$ cat config.mk
export PLATFORM = sky130hd
export DESIGN_NAME = fifo_sync_stream
export DESIGN_NICKNAME = d
export VERILOG_FILES = /design/src/rtl/fifo_sync_stream.sv
export SDC_FILE = /design/constraint.sdc
export NUM_CORES = 1
export LEC_CHECK = 0
export ABC_AREA = 1
export CORE_UTILIZATION = 30
export DETAILED_ROUTE_END_ITERATION = 8
export PLACE_DENSITY = 0.42
export SYNTH_ARGS = -nofsm -noshare
export SYNTH_HDL_FRONTEND = slang
export SYNTH_SLANG_ARGS = --single-unit
$ cat constraint.sdc
create_clock -name clk -period 4.6 [get_ports clk]
set_clock_uncertainty 0.15 [all_clocks]
set_input_delay 0.46 -clock clk [delete_from_list [all_inputs] [get_ports clk]]
set_output_delay 0.46 -clock clk [all_outputs]
set_load 0.1 [all_outputs]
$ cat src/rtl/fifo_sync_stream.sv
// fifo_sync_stream: FWFT valid/ready FIFO with live almost thresholds, sync flush and high watermark
module fifo_sync_stream #(
    parameter int DATA_WIDTH = 8,
    parameter int FIFO_DEPTH = 16,
    parameter int ADDR_WIDTH = $clog2(FIFO_DEPTH)
) (
    input  logic                  clk,
    input  logic                  rst_n,
    input  logic                  flush,
    input  logic                  s_valid,
    output logic                  s_ready,
    input  logic [DATA_WIDTH-1:0] s_data,
    output logic                  m_valid,
    input  logic                  m_ready,
    output logic [DATA_WIDTH-1:0] m_data,
    output logic [ADDR_WIDTH:0]   level,
    output logic                  full,
    output logic                  empty,
    input  logic [ADDR_WIDTH:0]   af_thresh,
    input  logic [ADDR_WIDTH:0]   ae_thresh,
    output logic                  almost_full,
    output logic                  almost_empty,
    input  logic                  wm_clear,
    output logic [ADDR_WIDTH:0]   wm_level
);
    logic [DATA_WIDTH-1:0] mem [FIFO_DEPTH];
    logic [ADDR_WIDTH:0] wr_ptr, rd_ptr, level_next;
    logic push, pop;
    always_comb begin
        full         = level == (ADDR_WIDTH+1)'(FIFO_DEPTH);
        empty        = level == '0;
        s_ready      = !full;
        m_valid      = !empty;
        push         = s_valid && s_ready;
        pop          = m_valid && m_ready;
        level_next   = flush ? '0 : level + {{ADDR_WIDTH{1'b0}}, push} - {{ADDR_WIDTH{1'b0}}, pop};
        m_data       = m_valid ? mem[rd_ptr[ADDR_WIDTH-1:0]] : '0;
        almost_full  = level >= af_thresh;
        almost_empty = level <= ae_thresh;
    end
    always_ff @(posedge clk or negedge rst_n) begin
        if (!rst_n) begin
            wr_ptr   <= '0;
            rd_ptr   <= '0;
            level    <= '0;
            wm_level <= '0;
        end else begin
            wr_ptr   <= flush ? '0 : wr_ptr + {{ADDR_WIDTH{1'b0}}, push};
            rd_ptr   <= flush ? '0 : rd_ptr + {{ADDR_WIDTH{1'b0}}, pop};
            level    <= level_next;
            wm_level <= (wm_clear || level_next > wm_level) ? level_next : wm_level;
        end
    end
    always_ff @(posedge clk) begin
        if (push && !flush) mem[wr_ptr[ADDR_WIDTH-1:0]] <= s_data;
    end
endmodule

# After elaboration in Yosys (flattened, before gate mapping)

Memories as Yosys holds them, arrays and structs flattened.
Index checks and enable logic that the tools add are counted.

Add/sub/neg operators: 4
$lt $le $gt $ge: 3
Eq/ne operators: 1
Muxes and demuxes: 6
Reductions and logical operators: 8

Operators by type and width:

| kind                                        | count |
|---|---|
| 5-bit by 1-bit adder with 5-bit output      | 3 |
| 5-bit 2-to-1 mux                            | 3 |
| 8-bit 2-to-1 mux                            | 1 |
| 5-bit == test (second input constant)       | 1 |
| 5-bit >= comparator                         | 1 |
| 5-bit > comparator                          | 1 |
| 5-bit <= comparator                         | 1 |
| 5-bit zero test                             | 1 |
| 5-bit by 1-bit subtractor with 5-bit output | 1 |
| 1-bit logical AND                           | 3 |
| 1-bit zero test                             | 3 |
| 1-bit 2-to-1 mux                            | 2 |
| 1-bit logical OR                            | 1 |

Register bits after elaboration: 20
RAM bits: 128
Input bits: 24
Logic and storage cells: 27
Memories: 1

Memories:

| name | words | width | rd ports | clocked after Yosys merged registers in | wr ports | line | text |
|---|---|---|---|---|---|---|---|
| mem  | 16    | 8     | 1        | 0                                       | 1        | 26   | `logic [DATA_WIDTH-1:0] mem [FIFO_DEPTH];` |

# Longest topological paths before layout

Gate-level depths: netlist of the first run.

Word-level depth: 8
Gate-level depth with buffers: 25

# Worst setup path after synthesis of the first run

No wires, ideal clock.

Kind: register to register
Start point: register level[3]
End point: register wm_level[1]
Library setup time: 0.121 ns
Arrival time: 6.304 ns
Data required time: 4.329 ns
Setup slack: -1.975 ns
Stages on the path, launching flop included: 24
Buffers on the path: 0
Period minus slack after synthesis: 6.575 ns
Cell sequence: dfrtp_1 inv_1 ha_1 nand3_1 nor2_1 clkinv_1 nand2_1 inv_1 ha_1 inv_1 ha_1 fa_1 nand3_1 a21oi_1 nor2_1 ha_1 nand2_1 nor2_1 nand2_1 nand3_1 nand2_1 nand2_1 nand2_1 nand2_1

Elaborated cells between the ends (all ways): 11

RTL lines:

| element                                     | line | text |
|---|---|---|
| start: declaration                          | 16   | `output logic [ADDR_WIDTH:0] level,` |
| start signal: assignment                    | 50   | `level <= level_next;` |
| 5-bit zero test                             | 31   | `empty = level == '0;` |
| named net empty                             | 18   | `output logic empty,` |
| 1-bit zero test                             | 33   | `m_valid = !empty;` |
| named net m_valid                           | 13   | `output logic m_valid,` |
| 1-bit logical AND                           | 35   | `pop = m_valid && m_ready;` |
| 5-bit by 1-bit subtractor with 5-bit output | 36   | `level_next = flush ? '0 : level + {{ADDR_WIDTH{1'b0}}, push} - {{ADDR_WIDTH{1'b0}}, pop};` |
| 5-bit 2-to-1 mux                            | 36   |  |
| named net level_next[4]                     | 27   | `logic [ADDR_WIDTH:0] wr_ptr, rd_ptr, level_next;` |
| 5-bit > comparator                          | 51   | `wm_level <= (wm_clear \|\| level_next > wm_level) ? level_next : wm_level;` |
| 1-bit logical OR                            | 51   |  |
| end signal: assignment                      | 51   |  |
| end: declaration                            | 24   | `output logic [ADDR_WIDTH:0] wm_level` |

The timed path passes the listed nets, and every way through them passes these cells.
A chain may end at the register's enable or synchronous reset.

# Worst setup path after layout of the first run

Start point: register level[3]
End point: register wm_level[3]

Cells in the longest elaborated chain, start to end: 8
Elaborated cells between the ends (all ways): 11

Ends and longest elaborated chain:

| element                                       | line | text |
|---|---|---|
| 5-bit == test                                 | 30   | `full = level == (ADDR_WIDTH+1)'(FIFO_DEPTH);` |
| 1-bit zero test                               | 32   | `s_ready = !full;` |
| 1-bit logical AND                             | 34   | `push = s_valid && s_ready;` |
| 5-bit by 1-bit adder with 5-bit output        | 36   |  |
| 5-bit by 1-bit subtractor with 5-bit output * | 36   |  |
| 5-bit 2-to-1 mux *                            | 36   |  |
| named net level_next[4]                       | 27   |  |
| 5-bit > comparator *                          | 51   |  |
| 1-bit logical OR *                            | 51   |  |

The timed path passes the listed nets; every way through them passes the cells marked *.

==> summary.txt, run 1 <==
Global routing
  • Total GRT Usage: between 10% and 20%
  • Largest net degree at the start of global routing: 74
  • Global-route wire length before repair: 26300 um
  • Initial antenna violation count: 0
  • Number of global-route vias before repair: 4511
  • GRT overflow: 0

Power
  • Sw power: 2.36 mW
  • Sequential share of power: between 30% and 40%
  • Switching Fraction: 44.7%
  • P_int: 2.92 mW
  • Peak supply drop: 0.450 mV
  • LEAKAGE: between 3 and 4 nW
  • PD cells: 673 nW/um2
  • Clock network fraction of design power: 25.5%
  • Combinational cell fraction of total power: 44.2%

Finish
  • Layout Nets: 729
  • Area Growth Syn to Fin: 18.8%
  • Ant diodes: 0
  • Share of layout cells above drive strength 1: 6.94%
  • Cell area after layout: a little under 8000 um2
  • Post-Layout Cell Count: 967

Floorplanning
  • Die width: 150 um
  • Initial Util: 31.0%
  • Full die area: 22600 um2
  • Die extent in y: roughly 150 um
  • IO Pins: 48
  • Std cell rows: 53
  • Core ar.: 21300 um2

Yosys
  • Register area share after synthesis: 65.0%
  • Synth top area share: between 50% and 60%
  • Flops & latches, synth: ~150
  • Post-synth cell types: 24
  • Mapped Area: 6600 um2
  • Top post-synthesis cells by count: 219 x nand2_1, 128 x edfxtp_1, 52 x a21oi_1, 51 x inv_1, 46 x nand3_1
  • Primary FF master, synth: edfxtp_1
  • Top post-synthesis cells by area: edfxtp_1 58%, nand2_1 12%, dfrtp_1 6.8%
  • Area leader, netlist: edfxtp_1
  • Cell with the most instances after synthesis: nand2_1
  • Mapped Cells: around 630
  • Syn_nets: 683
  • Syn. warnings: 0
  • Ys async rst share: between 10% and 20%
  • Number of synthesized flops with an enable pin: 128
  • Mean Syn Cell Area: approximately 10 um2

STA
  • Fin Setup TNS: 0 ns
  • Slew HR: 27.6%
  • Worst slew pin tran: around 1.1 ns
  • Number of max-slew violations in the final report: 0
  • Setup violators final: 0
  • Tcrit/Tclk final: 83.8%
  • Fmax: about 0.26 GHz
  • Final hold vios: 0
  • Crit path time final: 3.86 ns
  • Unrepaired setup endpoints after global routing: false

Routing
  • DRT antenna net count: 0
  • Vias per cell: 4.60
  • 1st-iter DRT viols: 288
  • DRC viols: 0
  • Vias: 4452
  • Initial DRT Pass Iterations: 4
  • Final WL: 16700 um
  • WL/cell: roughly 17 um

Critical path
  • Critical Path Start Type: flop
  • Reg-to-Reg End: wm_level[3]$_DFFE_PN0P_
  • Slowest cell on crit path: dfrtp_2
  • Critical path's top delay family: simple AND/OR/NAND/NOR gates
  • Cell Chain, Critical Path: inv_1 -> ha_1 -> nand3_1 -> nor2_4 -> clkinv_4 -> nand2_1 -> inv_1 -> ha_1 -> inv_1 -> ha_1 -> fa_1 -> nand3_1 -> a21oi_1 -> nor2_1 -> ha_1 -> nand2_1 -> nor2_1 -> nand2_1 -> nand3_1 -> nand2_1 -> nand2_1 -> nand2_1 -> nand2_1
  • Most frequent CP cell: nand2_1
  • Worst Setup End Kind: flop
  • CP bufs+invs: 4
  • Critical path required time: 4.76 ns
  • Setup CP Type: reg -> reg
  • Reg-to-reg startpoint: level[3]$_DFF_PN0_
  • R2R setup slack: 0.74 ns
  • R2R cell count: 23
  • Max Fanout on Critical Path: 10
  • Crit path largest cell delay: 0.44 ns
  • Crit path DAT: 4.01 ns

CTS
  • Clock sinks: 146
  • Clock-pin transition on the worst setup and hold timing paths: 0.06 ns
  • CTS max path bufs: 2
  • # resized after CTS: 0
  • Post-CTS setup buffers: 0
  • Root Buffer: clkbuf_16
  • CTS buffer count: 17
  • H-tree depth: 4
  • CTS tree: done
  • Latest clock arrival within the worst-skew pair: 0.41 ns
  • Hold_buf cts: 0

Placement
  • Placed insts: 935
  • RePlAce Congestion: about 0.78
  • DP HPWL: between 10000 and 15000 um
  • Dpl cell area: between 7000 and 8000 um2
  • IO buf count: 47

Min path
  • Hold Path Class: in -> async

Flow run
  • Max-Cap Viols: 0

Status
  • Run status: finished, final reports clean
[stage by stage]
step	power, mW	hold WS [ns]	worst slack, ns	utilization, %
2_1_floorplan	3.43	0.0144	0.0663	-
3_3_place_gp	3.96	0.386	0.841	34.2
3_5_place_dp	3.97	0.380	0.758	34.2
4_1_cts	5.33	0.395	0.727	36.8
5_1_grt	5.59	0.430	0.456	36.8
6_report	5.28	0.397	0.745	36.8
[per-layer routing]
layer / up-vias / share of wire, % / GRT usage (%) / wire [um]
met5: - / 0 / 0 / 0
met4: 0 / 1.8 / 5.76 / 293
met3: 12 / 2.5 / 3.39 / 415
met2: 72 / 49 / 26.9 / 8220
met1: 2154 / 47 / 20.4 / 7780
li1: 2214 / - / - / -
[cells by family (layout without fill, tap and decap cells)]
logic type | Yosys count | after routing | synth area share [%]
buf+inv | 77 | 136 | 5.44
simple gates | 315 | 315 | 19.1
fa+ha+maj | 26 | 26 | 5.04
compound gates | 68 | 68 | 5.29
xor+xnor | 1 | 1 | 0.133
flops | 146 | 146 | 65.0
[cell type report]
| type | instances | area [um2] |
|---|---|---|
| Clock buffer | 26 | 489 |
| Clock inverter | 6 | 81.3 |
| Fill cell | 2064 | 13400 |
| Inverter | 56 | 215 |
| Multi-Input combinational cell | 410 | 1960 |
| Sequential cell | 146 | 4300 |
| Tap cell | 275 | 344 |
| Timing Repair Buffer | 48 | 453 |
[power groups by stage]
stage	clock network, mW	logic [mW]	registers, mW
6_report	1.34	2.33	1.60
5_1_grt	1.43	2.54	1.61
2_1_floorplan	0	1.57	1.85
3_3_place_gp	0	2.33	1.63
4_1_cts	1.37	2.35	1.60
3_5_place_dp	0	2.34	1.63
[worst max-delay path by stage]
stage / startpoint / end / slack, ns / depth (start not counted)
2_1_floorplan: level[3]$_DFF_PN0_ / wm_level[1]$_DFFE_PN0P_ / 0.07 / 23
4_1_cts: level[3]$_DFF_PN0_ / wm_level[3]$_DFFE_PN0P_ / 0.73 / 23
6_report: level[3]$_DFF_PN0_ / wm_level[3]$_DFFE_PN0P_ / 0.74 / 23
3_5_place_dp: level[3]$_DFF_PN0_ / wm_level[3]$_DFFE_PN0P_ / 0.76 / 23
3_3_place_gp: level[3]$_DFF_PN0_ / wm_level[0]$_DFFE_PN0P_ / 0.84 / 23
5_1_grt: level[3]$_DFF_PN0_ / wm_level[4]$_DFFE_PN0P_ / 0.46 / 23
[state kept, by name (all words and copies together) (netlist names)]
| signal | flops |
|---|---|
| mem | 128 |
| wr_ptr | 4 |
| level | 5 |
| wm_level | 5 |
| rd_ptr | 4 |
[cell usage in the layout, fill, tap and decap left out, types with 3 or more instances in the layout]
cell             instances
a21oi_1                 52
buf_4                   11
clkbuf_1                 6
clkbuf_16               17
clkbuf_8                 3
clkdlybuf4s50_1         37
clkinv_1                 3
dfrtp_1                 12
dfrtp_2                  6
edfxtp_1               128
ha_1                    25
inv_1                   51
nand2_1                219
nand3_1                 46
nor2_1                  44
o21ai_0                 13
No activity file was read; power rests on OpenSTA's default activity.
==> inputs of run 2 (changes only) <==
- clock period: 4.6 -> 3.9 ns (I/O delays scaled with it)
==> run 2 against run 1 <==
Global-route usage hardly changed; routed wire length is 0.23% lower; critical path depth is 1 lower; sequential power up 18%; power up 21%; critical endpoint is now wm_level[1]$_DFFE_PN0P_; first-iteration DRC count down 3.1%; worst setup slack worse by 0.44 ns; fmax is 7.4% higher; non-clock buffer count grew 5; count of clock-buffer cells in the layout down 4.
==> summary.txt, run 2 (synthesized netlist as in run 1, its figures left out) <==
Status
  • Run status: finished, final reports clean

STA
  • Worst slew pin tran: 0.985 ns (-0.100 ns)
  • Fmax: 0.278 GHz (+7.4%)
  • Unrepaired setup endpoints after global routing: false
  • Fin Setup TNS: 0 ns (unchanged)
  • Crit path time final: 3.59 ns (-0.265 ns)
  • Setup violators final: 0 (unchanged)
  • Final hold vios: 0 (unchanged)
  • Slew HR: 34.1% (+6.5 points)
  • Number of max-slew violations in the final report: 0 (unchanged)
  • Tcrit/Tclk final: 92.1% (+8.3 points)
  • Worst Hold Slack: 0.351 ns (-0.0457 ns)

Critical path
  • Setup CP Type: reg -> reg
  • Max Fanout on Critical Path: 10 (unchanged)
  • Most frequent CP cell: nand2_1
  • Cell Chain, Critical Path: inv_4 -> ha_4 -> nand3_1 -> nor2_4 -> clkinv_8 -> nand2_1 -> inv_1 -> ha_1 -> inv_2 -> ha_4 -> fa_2 -> inv_1 -> nor2_1 -> ha_1 -> nand2_1 -> nor2_1 -> nand2_1 -> nand3_1 -> nand2_2 -> nand2_2 -> nand2_1 -> nand2_1
  • Crit path largest cell delay: 0.53 ns (+0.09 ns)
  • Crit path DAT: 3.75 ns (-0.26 ns)
  • Critical Path Start Type: flop
  • Worst Setup End Kind: flop
  • Slowest cell on crit path: fa_2
  • Critical path required time: 4.06 ns (-0.70 ns)

Routing
  • WL/cell: 17.1 um (-0.74%)
  • Vias per cell: 4.58 (-0.51%)
  • 1st-iter DRT viols: 279 (-3.1%)
  • Final WL: 16700 um (-0.23%)
  • Initial DRT Pass Iterations: 5 (+1)
  • DRC viols: 0 (unchanged)
  • Vias: 4452 (unchanged)
  • DRT antenna net count: 0 (unchanged)

Finish
  • Most frequent cells in the layout: 217 x nand2_1, 128 x edfxtp_1, 52 x a21oi_1
  • Share of layout cells above drive strength 1: 10.0% (+3.1 points)
  • Ant diodes: 0 (unchanged)
  • Layout Nets: 734 (+0.69%)
  • Largest register FFs: 128 (unchanged)
  • Post-Layout Cell Count: 972 (+0.52%)
  • Most common cell after layout, fill and taps aside: nand2_1
  • Area Growth Syn to Fin: 20.8%
  • Fill count: 2095 (+1.5%)

Global routing
  • Global-route wire length before repair: 26300 um (+0.13%)
  • Initial antenna violation count: 0 (unchanged)
  • Number of global-route vias before repair: 4687 (+3.9%)
  • Largest net degree at the start of global routing: 74 (unchanged)
  • GRT overflow: 0 (unchanged)
  • Total GRT Usage: 16.0% (-0.033 points)

Power
  • Peak supply drop: 0.511 mV (+14%)
  • PD cells: 803 nW/um2 (+19%)
  • LEAKAGE: 3.19 nW (+1.6%)

Floorplanning
  • Full die area: 22600 um2 (unchanged)
  • Initial Util: 31.0% (unchanged)
  • Die extent in y: 150 um (unchanged)
  • Std cell rows: 53 (unchanged)
  • IO Pins: 48 (unchanged)
  • Die width: 150 um (unchanged)
  • Core ar.: 21300 um2 (unchanged)

CTS
  • Hold_buf cts: 0 (unchanged)
  • Clock-pin transition on the worst setup and hold timing paths: 0.06 ns (about the same)
  • H-tree depth: 4 (unchanged)
  • CTS max path bufs: 2 (unchanged)
  • CTS tree: done
  • CTS buffer count: 17 (unchanged)
  • Clock sinks: 146 (unchanged)
  • Root Buffer: clkbuf_16
  • Latest clock arrival within the worst-skew pair: 0.42 ns (about the same)

Placement
  • RePlAce Congestion: 0.777 (-0.30%)
  • IO buf count: 47 (unchanged)
  • Placed insts: 940 (+0.53%)
  • DP HPWL: 11100 um (+1.8%)

Min path
  • Hold Path Class: in -> async

Flow run
  • Max-Cap Viols: 0 (unchanged)
## run 2: area by class of cell
| type | count | area [um2] | share of cell area, % |
|---|---|---|---|
| Multi-Input combinational cell | 410 | 2000 | 25.1 |
| Timing Repair Buffer | 53 | 488 | 6.12 |
| Clock inverter | 10 | 134 | 1.68 |
| Inverter | 56 | 228 | 2.85 |
| Sequential cell | 146 | 4310 | 54.0 |
| Tap cell | 275 | 344 | 4.31 |
| Clock buffer | 22 | 474 | 5.94 |
## run 2: repair_timing
item | in CTS | in global routing
resized for setup | 0 | 0
setup endpoints to repair | 0 | 1
setup buffers | 0 | 0
## run 2: worst paths after layout
path	from	slack [ns]	depth (start not counted)	to
min	rst_n	0.35	1	level[0]$_DFF_PN0_
max reg2reg	level[3]$_DFF_PN0_	0.31	22	wm_level[1]$_DFFE_PN0P_
min in group clk	wr_ptr[2]$_DFF_PN0_	0.40	1	wr_ptr[2]$_DFF_PN0_
max	level[3]$_DFF_PN0_	0.31	22	wm_level[1]$_DFFE_PN0P_
min reg2reg	wr_ptr[2]$_DFF_PN0_	0.40	1	wr_ptr[2]$_DFF_PN0_
max in group asynchronous	rst_n	2.57	1	level[2]$_DFF_PN0_
## run 2: worst max-delay path, delay by kind of cell, from the launching register on
family | cells | cell delay (ns)
fa+ha+maj | 5 | 1.36
flops | 1 | 0.51
simple gates | 12 | 1.14
buf+inv | 5 | 0.31
## run 2: power by group
| group | switching (mW) | internal, mW |
|---|---|---|
| Combinational | 2.11 | 0.724 |
| Sequential | 0.0967 | 1.80 |
| Clock | 0.627 | 1.05 |
| Total | 2.83 | 3.57 |
## run 2: routing by layer
metal / up-vias / share of wire, % / GRT usage [%]
li1: 2225 / - / -
met1: 2116 / 46 / 20.3
met2: 91 / 48 / 26.2
met3: 20 / 4.1 / 4.21
met4: 0 / 2.1 / 6.21
met5: - / 0 / 0
## run 2: stage by stage
step	util, %	total power, mW	setup WS (ns)	cell area [um2]
detailed placement	34.6	4.79	0.261	7370
global route	37.5	6.79	0.00965	7980
floorplan	-	4.13	-0.417	6690
finish	37.5	6.41	0.309	7980
CTS	37.5	6.48	0.252	7980
global placement	34.6	4.79	0.340	7370
